===== config.mk =====
export PLATFORM = sky130hd
export DESIGN_NAME = pwm_capture
export DESIGN_NICKNAME = d
export VERILOG_FILES = /design/src/rtl/pwm_pkg.sv /design/src/rtl/pwm_edge_detect.sv /design/src/rtl/pwm_capture.sv
export SDC_FILE = /design/constraint.sdc
export NUM_CORES = 1
export LEC_CHECK = 0
export ABC_AREA = 1
export BUFFER_PORTS_ARGS = -buffer_cell sky130_fd_sc_hd__buf_2
export CORE_ASPECT_RATIO = 1.1
export CORE_UTILIZATION = 55
export DETAILED_ROUTE_END_ITERATION = 6
export GPL_ROUTABILITY_DRIVEN = 0
export MAX_ROUTING_LAYER = met4
export PLACE_DENSITY = 0.77
export SYNTH_ARGS = -nofsm -noshare
export SYNTH_HDL_FRONTEND = slang
export SYNTH_HIERARCHICAL = 1
export SYNTH_SLANG_ARGS = --single-unit

===== constraint.sdc =====
create_clock -name clk -period 2.35 [get_ports clk]
set_clock_uncertainty 0.05 [all_clocks]
set_input_delay 0.1175 -clock clk [delete_from_list [all_inputs] [get_ports clk]]
set_output_delay 0.1175 -clock clk [all_outputs]
set_load 0.03 [all_outputs]

===== src/rtl/pwm_pkg.sv =====
// Types and widths shared by the PWM capture and generator blocks.
package pwm_pkg;

  localparam int PWM_CNT_W = 32;

  typedef enum logic [1:0] {
    IDLE = 2'd0,
    HIGH = 2'd1,
    LOW  = 2'd2
  } cap_state_t;

endpackage


===== src/rtl/pwm_edge_detect.sv =====
// Samples the PWM input (through an optional 2-flop synchronizer when PWM_CAPTURE_SYNC_EN is defined) and flags edges.
// Latency: edges are visible 1 clk after the sampling edge, or 3 clk with the synchronizer.
// Backpressure: none; the input is sampled every cycle.
module pwm_edge_detect (
  input  logic clk,
  input  logic rst,
  input  logic pulse_in,
  output logic s_lvl,
  output logic rise,
  output logic fall
);

  logic din;
  logic s;
  logic s_q;

`ifdef PWM_CAPTURE_SYNC_EN
  logic [1:0] sync_q;

  always_ff @(posedge clk) begin
    if (rst) begin
      sync_q <= 2'b00;
    end else begin
      sync_q <= {sync_q[0], pulse_in};
    end
  end

  assign din = sync_q[1];
`else
  assign din = pulse_in;
`endif

  // Registered sample plus one cycle of history; both cleared so no edge fires out of reset.
  always_ff @(posedge clk) begin
    if (rst) begin
      s   <= 1'b0;
      s_q <= 1'b0;
    end else begin
      s   <= din;
      s_q <= s;
    end
  end

  assign s_lvl = s;
  assign rise  = s & ~s_q;
  assign fall  = ~s & s_q;

endmodule


===== src/rtl/pwm_capture.sv =====
// Measures PWM period and high time in clk ticks and flags a stuck input; PWM_CAPTURE_SYNC_EN adds an input synchronizer.
// Latency: meas_valid 1 clk after the edge sampling the rising input (3 clk with PWM_CAPTURE_SYNC_EN).
// Backpressure: none; each result is a 1-cycle strobe and outputs hold until the next one.
module pwm_capture
  import pwm_pkg::*;
#(
  parameter int          CNT_W         = PWM_CNT_W,
  parameter int unsigned TIMEOUT_TICKS = 2**24
) (
  input  logic             clk,
  input  logic             rst,
  input  logic             pulse_in,
  output logic [CNT_W-1:0] period_ticks,
  output logic [CNT_W-1:0] high_ticks,
  output logic             meas_valid,
  output logic             stuck,
  output logic             stuck_level
);

  localparam logic [CNT_W-1:0] TIMEOUT_CNT = CNT_W'(TIMEOUT_TICKS);

  logic             s_lvl;
  logic             rise;
  logic             fall;
  logic             timeout;
  logic [CNT_W-1:0] cnt;
  logic [CNT_W-1:0] hold_high;

  cap_state_t state_q;
  cap_state_t state_d;
  logic       publish;
  logic       capture_high;
  logic       set_stuck;

  pwm_edge_detect u_edge (
    .clk      (clk),
    .rst      (rst),
    .pulse_in (pulse_in),
    .s_lvl    (s_lvl),
    .rise     (rise),
    .fall     (fall)
  );

  assign timeout = (cnt == TIMEOUT_CNT);

  always_ff @(posedge clk) begin
    if (rst) begin
      state_q <= IDLE;
    end else begin
      state_q <= state_d;
    end
  end

  // An edge arriving in the same cycle as the timeout wins over the stuck declaration.
  always_comb begin
    state_d      = state_q;
    publish      = 1'b0;
    capture_high = 1'b0;
    set_stuck    = 1'b0;
    unique case (state_q)
      IDLE: begin
        if (rise) begin
          state_d = HIGH;
        end
      end
      HIGH: begin
        if (fall) begin
          state_d      = LOW;
          capture_high = 1'b1;
        end else if (!rise && timeout) begin
          state_d   = IDLE;
          set_stuck = 1'b1;
        end
      end
      LOW: begin
        if (rise) begin
          state_d = HIGH;
          publish = 1'b1;
        end else if (!fall && timeout) begin
          state_d   = IDLE;
          set_stuck = 1'b1;
        end
      end
      default: begin
        state_d = IDLE;
      end
    endcase
  end

  // Tick counter restarts at 1 on every rise and saturates so a long gap never wraps into a short one.
  always_ff @(posedge clk) begin
    if (rst) begin
      cnt <= '0;
    end else if (rise) begin
      cnt <= CNT_W'(1);
    end else if (!timeout) begin
      cnt <= cnt + CNT_W'(1);
    end
  end

  always_ff @(posedge clk) begin
    if (rst) begin
      hold_high <= '0;
    end else if (capture_high) begin
      hold_high <= cnt;
    end
  end

  always_ff @(posedge clk) begin
    if (rst) begin
      period_ticks <= '0;
      high_ticks   <= '0;
      meas_valid   <= 1'b0;
    end else begin
      meas_valid <= publish;
      if (publish) begin
        period_ticks <= cnt;
        high_ticks   <= hold_high;
      end
    end
  end

  always_ff @(posedge clk) begin
    if (rst) begin
      stuck       <= 1'b0;
      stuck_level <= 1'b0;
    end else if (rise) begin
      stuck <= 1'b0;
    end else if (set_stuck) begin
      stuck       <= 1'b1;
      stuck_level <= s_lvl;
    end
  end

endmodule


-- Word-level counts from Yosys, hierarchy flattened
Index checks and enable logic that the tools add are counted.
- bits of input ports: 3
- output and inout port bits: 67
- bits in registers: 135
- bitwise logic cells: 5
- equal/unequal tests: 7
- muxes and demuxes: 17
- reductions and logical operators: 8
- $add $sub $neg: 1
- operators by type and width (kind ; count):
    $add A32 B1 Y32 const B ; 1
    $eq A32 B25 Y1 const B ; 1
    $mux W1 ; 10
    $mux W2 ; 5
    $ne A3 B3 Y1 const B ; 2
    $pmux W2 S3 ; 1
    $ne A2 B2 Y1 const B ; 2
    $not A1 Y1 ; 3
    $reduce_and A3 Y1 ; 1
    $and A1 B1 Y1 ; 2
    $eq A2 B1 Y1 const B ; 1
    $eq A2 B2 Y1 const B ; 1
    $logic_and A1 B1 Y1 ; 2
    $logic_not A1 Y1 ; 2
    $logic_not A2 Y1 ; 1
    $pmux W1 S2 ; 1
    $reduce_and A2 Y1 ; 1
    $reduce_or A2 Y1 ; 1

-- Logic depth before layout (Yosys ltp)
Gate-level depths: netlist of the first run.
- depth after elaboration: 8
- mapped depth: 12
- depth with buffers taken out: 12

-- Modules after synthesis
The synthesis of the first run kept the hierarchy.
- modules (own cells, without submodules) (module ; times used ; cells an instance ; area an instance (um^2)):
    pwm_capture ; 1 ; 678 ; 5236.3
    pwm_edge_detect ; 1 ; 9 ; 66.3

-- Worst setup path before layout of the first run
No wires, ideal clock.
- path type: register -> register
- start: register cnt[0]
- end: register cnt[28]
- clock period less this slack: 1.611 ns
- buffers on the path: 0
- data arrival time: 1.442 ns
- stages on the path, launching flop included: 11
- path slack: 0.739 ns
- data required time: 2.181 ns
- cell sequence: dfxtp_1 > ha_1 > nand2_1 > nor2_2 > nand2_1 > nor2_1 > nand4_1 > nor2_2 > nand2_1 > o21ai_1 > a21oi_1
- cells in the longest elaborated chain, start to end: 1
- ends and longest elaborated chain (what ; RTL line ; RTL):
    start: declaration ; pwm_capture.sv:26 ; logic [CNT_W-1:0] cnt;
    start signal: assignment ; pwm_capture.sv:97 ; cnt <= cnt + CNT_W'(1);
    $add A32 B1 Y32 or $eq A32 B25 Y1 (tied branches) ; pwm_capture.sv:97, pwm_capture.sv:44 ;
Several ways; a longest one is shown, not always the timed one.
A chain may end at the register's enable or synchronous reset.

-- Worst setup path after layout of the first run
Ends and elaborated chain as after synthesis.

==> impl_metrics.env, run 1 <==
export IMPL_seqCellArea_um2=2700
export IMPL_start_util_pct=56.7
export IMPL_dp_hpwl_um=8430
export IMPL_rsz0062_at_grt="false"
export IMPL_cap_viol_max_count=0
export IMPL_synth_area_top_cells="dfxtp_1, o21ai_0, nor2_1, a21oi_1, nand2_1"
export IMPL_syn_instance_count=687
export IMPL_required_ns=2.72
export IMPL_worstHoldPathCells=3
export IMPL_place_inst=849
export IMPL_grt_pass1_vias=4559
export IMPL_crit_fanout=4
export IMPL_fmaxAchievable_ghz=0.534
export IMPL_ys_seq_elements=135
export IMPL_clkTransAtPathRegs_ns=0.06
export IMPL_antenna_left=0
export IMPL_drt_wl_total_um=12400
export IMPL_drive_above_1_share_pct=17.3
export IMPL_nFillCells=759
export IMPL_synth_edff_count=0
export IMPL_synth_compound_area_share_pct=19.7
export IMPL_setup_viol_count_final=0
export IMPL_yosysWarnings=6
export IMPL_hold_class="in2reg"
export IMPL_yosys_area_top_type="dfxtp_1"
export IMPL_synth_xor_area_share_pct=0.330
export IMPL_routed_via_density=5.47
export IMPL_yosys_area_share_simple_pct=20.9
export IMPL_p_total_mw=5.93
export IMPL_grt_total_usage_pct=28.3
export IMPL_startpoint_type="register"
export IMPL_dieArea_um2=10000
export IMPL_grt_antenna_before_repair=0
export IMPL_p_per_area_nw_per_um2=934
export IMPL_drt_initial_drc_count=365
export IMPL_grt_pass1_wl_um=21400
export IMPL_status="finished clean"
export IMPL_syn2layout_area_growth_pct=19.7
export IMPL_post_cts_setup_buffers=0
export IMPL_clkSinkCount=135
export IMPL_rr_worst_depth=10
export IMPL_grt_max_degree=56
export IMPL_cp_end_kind="register"
export IMPL_relSlewSlack_pct=60.4
export IMPL_cts_max_path_buffers=2
export IMPL_hold_buffers=3
export IMPL_muxShareOfSynthArea_pct=0
export IMPL_num_rows=37
export IMPL_hold_viol_final=0
export IMPL_drc=0
export IMPL_fin_cells=884
export IMPL_design_portCount=70
export IMPL_period_minus_slack_ns=1.87
export IMPL_yosys_area_share_adder_pct=1.42
export IMPL_synth_seq_area_share_pct=51.0
export IMPL_num_vias=4837
export IMPL_fin_nets=763
export IMPL_syn_area_per_cell_um2=7.72
export IMPL_yosysTopAreaCellShare_pct=51.0
export IMPL_synth_top_family_by_area="simple AND/OR/NAND/NOR gates"
export IMPL_htreeDepth=4
export IMPL_cts_resized=0
export IMPL_setup_tns_final_ns=0
export IMPL_final_period_utilization_pct=79.7
export IMPL_ys_flop_type="dfxtp_1"
export IMPL_maxSlewViolCount=0
export IMPL_clk_insertion_delay_late_ns=0.53
export IMPL_arrival_ns=2.24
export IMPL_wire_per_inst_um=14.0
export IMPL_ir_drop_v=0.000439
export IMPL_worstMarginPinSlew_ns=0.594
export IMPL_overflow=0
export IMPL_core_um2=9350
export IMPL_synth_fp_nets=696
export IMPL_multi_input_comb_area_um2=2240
export IMPL_power_leakage_nw=2.66
export IMPL_n_antenna_cell=0
export IMPL_cts_tree="yes"
export IMPL_port_buffer_count=69
export IMPL_cts_buffers=17
export IMPL_syn_area_um2=5300
export IMPL_yosysUniqueCellTypes=33
export IMPL_crit_type="reg2reg"
export IMPL_root_buffer="clkbuf_8"
export IMPL_synthArstFlopShare_pct=0
export IMPL_die_width_um=95.6
export IMPL_die_h_um=105
export IMPL_dr_pass1_iters=7
## routing by layer
metal	track usage (%)	vias up	wire length (µm)
met5	-	-	0
met1	35.9	2208	5490
met2	42.9	189	5790
met3	7.64	23	856
li1	-	2417	-
met4	10.7	0	233
## cells in the mapped netlist (2+ instances only)
cell type  count
o21a_1         2
inv_1         52
clkbuf_1      28
xor2_1         2
nor2_2         5
clkinv_1       3
nor3_1        19
dfxtp_1      135
nand2_1       59
a21oi_1       90
nor4_1         3
ha_1           6
or2_2          2
nand2_2        7
nor2_4         3
o21ai_1        2
nand3_1       10
inv_2          3
nor3_4         2
o21ai_0      107
nand4_1       11
buf_2          2
nor2_1       124
## path summary, 6_finish.rpt
path | start | endpoint | slack (ns)
worst max-delay path | cnt[0] | cnt[28] | 0.48
worst min-delay path | rst | cnt[0] | 0.36
worst max register to register | cnt[0] | cnt[28] | 0.48
worst min register to register | stuck_level | stuck_level | 0.39
## through the flow
| step | utilization (%) | hold WS [ns] | setup slack [ns] | instance area, µm² |
|---|---|---|---|---|
| floorplan | - | 0.137 | 0.739 | 5300 |
| global placement | 61.3 | 0.274 | 0.565 | 5730 |
| detailed placement | 61.3 | 0.308 | 0.499 | 5730 |
| CTS | 67.9 | 0.334 | 0.502 | 6350 |
| global route | 67.9 | 0.369 | 0.273 | 6350 |
| finish | 67.9 | 0.358 | 0.476 | 6350 |
## cell type report
type / instances / share of cell area [%]
clock buffer: 20 / 6.86
clock inverter: 12 / 2.40
inverter: 58 / 3.43
multi-input combinational: 462 / 35.4
sequential: 135 / 42.6
tap: 117 / 2.31
timing repair buffer: 80 / 7.06
## state kept, by name, indices dropped and copies added (netlist names)
| name | cells |
|---|---|
| cnt | 32 |
| high_ticks | 32 |
| hold_high | 32 |
| period_ticks | 32 |
| state_q | 2 |
| meas_valid | 1 |
| stuck | 1 |
| stuck_level | 1 |
| u_edge/s_lvl | 1 |
| u_edge/s_q | 1 |
## layout by cell type (no fill, tap or decap), types with 4 or more instances in the layout
cell type	synthesis	final
a21oi_1	90	90
buf_2	2	69
buf_4	0	7
clkbuf_16	0	16
clkinv_2	0	4
clkinv_4	0	4
dfxtp_1	135	135
ha_1	6	6
inv_1	52	51
inv_2	3	5
nand2_1	59	59
nand2_2	7	7
nand3_1	10	10
nand4_1	11	11
nor2_1	124	124
nor2_2	5	5
nor3_1	19	19
o21ai_0	107	107
## logic make-up (layout without fill, tap and decap cells)
family                   count (synthesis)  in the layout
buffers and inverters                   90            170
flip-flops                             135            135
AO/OA/AOI/OAI                          205            205
adder cells (fa/ha/maj)                  6              6
AND/OR/NAND/NOR                        249            249
XOR/XNOR                                 2              2
## worst max-delay path, cell delays in order, from the launching register on
cell	delay, ns
dfxtp_1	0.40
ha_1	0.25
nand2_1	0.13
nor2_2	0.12
nand2_1	0.10
nor2_1	0.13
nand4_1	0.17
nor2_2	0.18
nand2_1	0.08
o21ai_1	0.12
a21oi_1	0.05
## power breakdown
part           switching [mW]  total (mW)  internal [mW]  leakage, nW
sequential             0.0778        2.52           2.44         1.09
combinational           0.549       0.798          0.249         1.28
clock                   0.969        2.61           1.64        0.289
No activity file was read; power rests on OpenSTA's default activity.
==> run 2, diff against run 1 <==
==> constraint.sdc (replaced) <==
create_clock -name clk -period 1.9 [get_ports clk]
set_clock_uncertainty 0.05 [all_clocks]
set_input_delay 0.095 -clock clk [delete_from_list [all_inputs] [get_ports clk]]
set_output_delay 0.095 -clock clk [all_outputs]
set_load 0.03 [all_outputs]
==> run 2 against run 1 <==
Against the previous run: flip-flop and latch count unchanged; setup slack worse by 0.36 ns; maximum frequency rose by 5.3%; final cell count up 0.34%; combinational power increased by 28%; non-clock buffer count increased by 4; register-to-register slack worse by 0.36 ns; wire length is 3.4% higher; final area grew 1.4%; worst hold slack got worse by 0.037 ns; first-iteration DRC count fell by 23%; highest routed layer unchanged.
==> impl_metrics.env, run 2 (same netlist as run 1, synthesis figures left out) <==
export IMPL_overflow=0
export IMPL_power_leakage_nw=2.68
export IMPL_nFillCells=734
export IMPL_rr_startpoint="cnt[0]"
export IMPL_drt_wl_total_um=12800
export IMPL_num_rows=37
export IMPL_p_seq_share_pct=42.2
export IMPL_cap_viol_max_count=0
export IMPL_startpoint_type="register"
export IMPL_p_int_mw=5.44
export IMPL_maxSlewViolCount=0
export IMPL_clkTransAtPathRegs_ns=0.06
export IMPL_rr_worst_depth=10
export IMPL_rsz0062_at_grt="true"
export IMPL_fmaxAchievable_ghz=0.562
export IMPL_required_ns=2.32
export IMPL_dieArea_um2=10000
export IMPL_layout_commonest_cell="dfxtp_1"
export IMPL_drc=0
export IMPL_design_portCount=70
export IMPL_grt_total_usage_pct=27.5
export IMPL_core_um2=9350
export IMPL_dr_pass1_iters=5
export IMPL_die_h_um=105
export IMPL_ir_drop_v=0.000468
export IMPL_grt_pass1_wl_um=20600
export IMPL_path_cells="ha_4 > nand2_1 > nor2_2 > nand2_1 > nor2_2 > nand4_1 > nor2_2 > buf_4 > o21ai_0 > a21oi_1"
export IMPL_num_vias=4873
export IMPL_wire_per_inst_um=14.4
export IMPL_rrSetupSlack_ns=0.12
export IMPL_slowest_delay_ns=0.38
export IMPL_relSlewSlack_pct=73.3
export IMPL_cts_buffers=17
export IMPL_hold_viol_final=0
export IMPL_hold_class="in2reg"
export IMPL_status="finished clean"
export IMPL_final_period_utilization_pct=93.7
export IMPL_holdWs_ns=0.321
export IMPL_p_clk_share_pct=44.0
export IMPL_fin_nets=767
export IMPL_clkSinkCount=135
export IMPL_dp_hpwl_um=8510
export IMPL_worstHoldPathCells=3
export IMPL_arrival_ns=2.20
export IMPL_cp_num_cells=10
export IMPL_worstSetupEndpoint="cnt[24]"
export IMPL_grt_max_degree=65
export IMPL_die_width_um=95.6
export IMPL_cp_common_cell="nor2_2"
export IMPL_worstMarginPinSlew_ns=0.391
export IMPL_swShare_pct=26.6
export IMPL_path_delay_family="simple AND/OR/NAND/NOR gates"
export IMPL_p_per_area_nw_per_um2=1150
export IMPL_p_switching_mw=1.97
export IMPL_setup_tns_final_ns=0
export IMPL_p_comb_share_pct=13.8
export IMPL_crit_type="reg2reg"
export IMPL_crit_buf_inv=1
export IMPL_port_buffer_count=69
export IMPL_syn2layout_area_growth_pct=21.4
export IMPL_start_util_pct=56.7
export IMPL_n_antenna_cell=0
export IMPL_root_buffer="clkbuf_8"
export IMPL_worstReg2RegEnd="cnt[24]"
export IMPL_crit_fanout=4
export IMPL_slowest_stage="dfxtp_4"
export IMPL_grt_antenna_before_repair=0
export IMPL_clk_insertion_delay_late_ns=0.54
export IMPL_cp_end_kind="register"
export IMPL_setup_viol_count_final=0
export IMPL_cp_startpoint="cnt[0]"
export IMPL_period_minus_slack_ns=1.78
export IMPL_antenna_left=0
export IMPL_grt_pass1_vias=4483
export IMPL_drive_above_1_share_pct=19.0
export IMPL_drt_initial_drc_count=282
export IMPL_routed_via_density=5.49
export IMPL_cts_max_path_buffers=2
export IMPL_final_cell_mix="dfxtp_1, nor2_1, o21ai_0, a21oi_1, buf_2"
export IMPL_cts_tree="yes"
export IMPL_htreeDepth=4
-- run 2: worst register-to-register path, delay by kind of cell (launching register included) --
family	cells	cell delay (ns)
buffers and inverters	1	0.12
AOI/OAI and AO/OA	2	0.19
and+or+nand+nor	6	0.82
adders and majority gates	1	0.15
DFF	1	0.38
-- run 2: power groups by stage --
stage	sequential (mW)	clock, mW	combinational, mW
global route	3.14	3.40	1.13
finish	3.12	3.26	1.02
CTS	3.12	3.29	1.01
floorplan	3.41	0	0.487
detailed placement	3.18	0	0.989
global placement	3.17	0	0.958
-- run 2: per-stage QoR --
stage | power [mW] | setup slack, ns | cells | utilization (%) | area, µm²
after floorplan | 3.90 | 0.289 | 687 | - | 5300
after global placement | 4.13 | 0.108 | 852 | 61.8 | 5780
after detailed placement | 4.17 | 0.0655 | 852 | 61.8 | 5780
after CTS | 7.42 | 0.0510 | 886 | 68.4 | 6390
after global routing | 7.67 | -0.00612 | 887 | 68.8 | 6440
final | 7.41 | 0.120 | 887 | 68.8 | 6440
-- run 2: worst min path at each step --
stage / startpoint / slack (ns) / end
floorplan: rst / 0.11 / cnt[0]
global placement: pulse_in / 0.25 / u_edge/s_lvl
detailed placement: pulse_in / 0.27 / u_edge/s_lvl
CTS: rst / 0.30 / cnt[0]
global route: rst / 0.33 / cnt[0]
finish: rst / 0.32 / cnt[0]
-- run 2: area by class of cell --
class / instances / area [µm²] / area share (%)
Inverter: 58 / 218 / 3.38
Clock inverter: 8 / 121 / 1.89
Timing Repair Buffer: 84 / 503 / 7.81
Multi-Input combinational cell: 462 / 2270 / 35.3
Tap cell: 117 / 146 / 2.27
Sequential cell: 135 / 2710 / 42.1
Clock buffer: 23 / 467 / 7.25
-- run 2: layer usage --
metal  track usage, %  vias to the layer above  part of all wire, %  routed length [µm]
met1             34.2                     2268                   45                5720
met3             7.28                       32                  6.2                 791
met4             11.0                        0                  2.4                 303
li1                 -                     2421                    -                   -
met5                -                        -                    0                   0
met2             42.0                      152                   47                5980
-- run 2: what timing repair did --
action	in CTS	in global routing
hold buffers	3	0
gates resized for setup	0	14
hold endpoints to repair	4	0
endpoints found under the setup margin	0	10
buffers inserted	0	1
==> run 3, diff against run 2 <==
--- a/config.mk
+++ b/config.mk
@@ -8,11 +8,11 @@
 export ABC_AREA = 1
 export BUFFER_PORTS_ARGS = -buffer_cell sky130_fd_sc_hd__buf_2
 export CORE_ASPECT_RATIO = 1.1
-export CORE_UTILIZATION = 55
+export CORE_UTILIZATION = 51
 export DETAILED_ROUTE_END_ITERATION = 6
 export GPL_ROUTABILITY_DRIVEN = 0
 export MAX_ROUTING_LAYER = met4
-export PLACE_DENSITY = 0.77
+export PLACE_DENSITY = 0.75
 export SYNTH_ARGS = -nofsm -noshare
 export SYNTH_HDL_FRONTEND = slang
 export SYNTH_HIERARCHICAL = 1
==> constraint.sdc (replaced) <==
create_clock -name clk -period 1.4 [get_ports clk]
set_clock_uncertainty 0.05 [all_clocks]
set_input_delay 0.07 -clock clk [delete_from_list [all_inputs] [get_ports clk]]
set_output_delay 0.07 -clock clk [all_outputs]
set_load 0.03 [all_outputs]
==> run 3 against run 2 <==
Against the previous run: the run now ends with design-rule violations, negative setup slack left; wire length is 92% higher; first-iteration DRC count grew to 4.2 times the previous value; critical path depth is 1 lower; largest power group unchanged; highest routed layer unchanged.
==> impl_metrics.env, run 3 (same netlist as run 1, synthesis figures left out) <==
export IMPL_clk_insertion_delay_late_ns=0.54
export IMPL_port_buffer_count=69
export IMPL_num_rows=38
export IMPL_p_int_mw=7.68
export IMPL_grt_pass1_vias=5666
export IMPL_cp_end_kind="register"
export IMPL_drive_above_1_share_pct=44.4
export IMPL_final_core_util_pct=83.2
export IMPL_wire_per_inst_um=24.4
export IMPL_cts_max_path_buffers=2
export IMPL_hold_class="in2reg"
export IMPL_clkSinkCount=135
export IMPL_num_vias=6645
export IMPL_worst_slack_ns=-0.677
export IMPL_syn2layout_area_growth_pct=56.7
export IMPL_n_antenna_cell=0
export IMPL_min_to="cnt[0]"
export IMPL_grt_antenna_before_repair=0
export IMPL_p_comb_share_pct=19.6
export IMPL_layout_commonest_cell="dfxtp_1"
export IMPL_worstMarginPinSlew_ns=0.321
export IMPL_die_width_um=99.2
export IMPL_seqCellArea_um2=2750
export IMPL_status="finished with violations"
export IMPL_rsz0062_at_grt="true"
export IMPL_rrSetupSlack_ns=-0.68
export IMPL_clkTransAtPathRegs_ns=0.07
export IMPL_setup_viol_count_final=74
export IMPL_worstReg2RegEnd="cnt[25]"
export IMPL_antenna_left=0
export IMPL_die_h_um=109
export IMPL_nFillCells=445
export IMPL_power_leakage_nw=3.59
export IMPL_crit_type="reg2reg"
export IMPL_multi_input_comb_area_um2=2930
export IMPL_fin_nets=882
export IMPL_failed_checks="design-rule violations, negative setup slack"
export IMPL_hold_viol_final=0
export IMPL_overflow=0
export IMPL_p_per_area_nw_per_um2=1310
export IMPL_grt_total_usage_pct=36.4
export IMPL_worstHoldPathCells=3
export IMPL_htreeDepth=4
export IMPL_routed_via_density=6.61
export IMPL_fmaxAchievable_ghz=0.481
export IMPL_start_util_pct=53.1
export IMPL_rr_worst_depth=9
export IMPL_drt_wl_total_um=24600
export IMPL_p_clk_share_pct=41.0
export IMPL_crit_fanout=4
export IMPL_swShare_pct=29.6
export IMPL_drc=118
export IMPL_dieArea_um2=10800
export IMPL_cap_viol_max_count=0
export IMPL_grt_pass1_wl_um=28900
export IMPL_path_cells="nand2_1 > nor3_1 > nand2_1 > nor2_2 > nand2_4 > nor2_4 > nand2_2 > nor2_1 > nor2_2"
export IMPL_startpoint_type="register"
export IMPL_period_minus_slack_ns=2.08
export IMPL_drt_initial_drc_count=1187
export IMPL_grt_max_degree=60
export IMPL_dr_pass1_iters=7
export IMPL_root_buffer="clkbuf_8"
export IMPL_rr_startpoint="cnt[20]"
export IMPL_required_ns=1.78
export IMPL_p_seq_share_pct=39.5
export IMPL_final_cell_mix="dfxtp_1, nor2_1, buf_4, buf_2, a21oi_1"
export IMPL_cts_buffers=17
export IMPL_p_total_mw=10.9
export IMPL_relSlewSlack_pct=78.4
export IMPL_hp_start="rst"
export IMPL_dp_hpwl_um=9980
export IMPL_final_period_utilization_pct=148
export IMPL_core_um2=9980
export IMPL_slowest_delay_ns=0.45
export IMPL_cts_tree="yes"
export IMPL_design_portCount=70
export IMPL_p_switching_mw=3.23
export IMPL_dpl_worst_slack_ns=-0.239
export IMPL_ir_drop_v=0.000911
export IMPL_slowest_stage="dfxtp_1"
export IMPL_maxSlewViolCount=0
export IMPL_arrival_ns=2.46
## run 3: cell count changes in the layout (fill, tap and decap cells not counted), moves of 22 or more
cell	delta
a21oi_1	-23
o21ai_2	+26
o21ai_1	+23
buf_4	+82
o21ai_0	-56
a21oi_2	+22
## run 3: metrics by stage
stage / cells / cell area [µm²] / TNS (ns) / hold WS [ns]
final: 1006 / 8310 / -12.07 / 0.348
after detailed placement: 934 / 6440 / -6.47 / 0.242
after global routing: 1006 / 8310 / -15.65 / 0.350
after CTS: 986 / 7580 / -4.45 / 0.288
after floorplan: 687 / 5360 / -0.438 / 0.0817
after global placement: 934 / 6440 / -2.65 / 0.235
## run 3: area by class of cell
type                       instances  area share, %
inverter                          58           2.92
tap                              120           1.81
clock buffer                      24           5.42
multi-input combinational        462           35.2
sequential                       135           33.0
clock inverter                     8           1.48
timing repair buffer             199           20.1
## run 3: power by group through the flow
| stage | sequential [mW] | combinational (mW) | clock [mW] |
|---|---|---|---|
| after floorplan | 4.64 | 0.672 | 0 |
| after global placement | 4.30 | 1.46 | 0 |
| after detailed placement | 4.32 | 1.50 | 0 |
| after CTS | 4.24 | 1.75 | 4.37 |
| after global routing | 4.32 | 2.25 | 4.62 |
| final | 4.30 | 2.14 | 4.47 |
## run 3: how the worst max path moves through the flow
stage                        from      end  slack (ns)  cells after the start
after floorplan            cnt[0]  cnt[28]       -0.13                     10
after CTS                  cnt[0]  cnt[28]       -0.22                     10
after detailed placement   cnt[9]  cnt[26]       -0.24                      7
after global routing      cnt[20]  cnt[25]       -0.67                      9
final                     cnt[20]  cnt[25]       -0.68                      9
after global placement     cnt[0]  cnt[28]       -0.19                     10
## run 3: what timing repair did
| item | 4_1_cts | 5_1_grt |
|---|---|---|
| buffers inserted | 12 | 19 |
| resized for setup | 94 | 173 |
| endpoints found under the setup margin | 104 | 122 |
| hold buffers | 3 | 0 |
| endpoints found under the hold margin | 5 | 0 |
| pin swaps | 24 | 38 |
| gates cloned | 6 | 6 |
## run 3: worst max-delay path: cells and delay by family (launching register included)
kind             cells  cell delay, ns
AND/OR/NAND/NOR      9            1.47
flip-flops           1            0.45
## run 3: metal layers
layer / wire length, µm / track usage (%)
met1: 8010 / 41.3
met5: 0 / -
met2: 10800 / 57.7
met4: 2420 / 24.1
met3: 3400 / 8.53
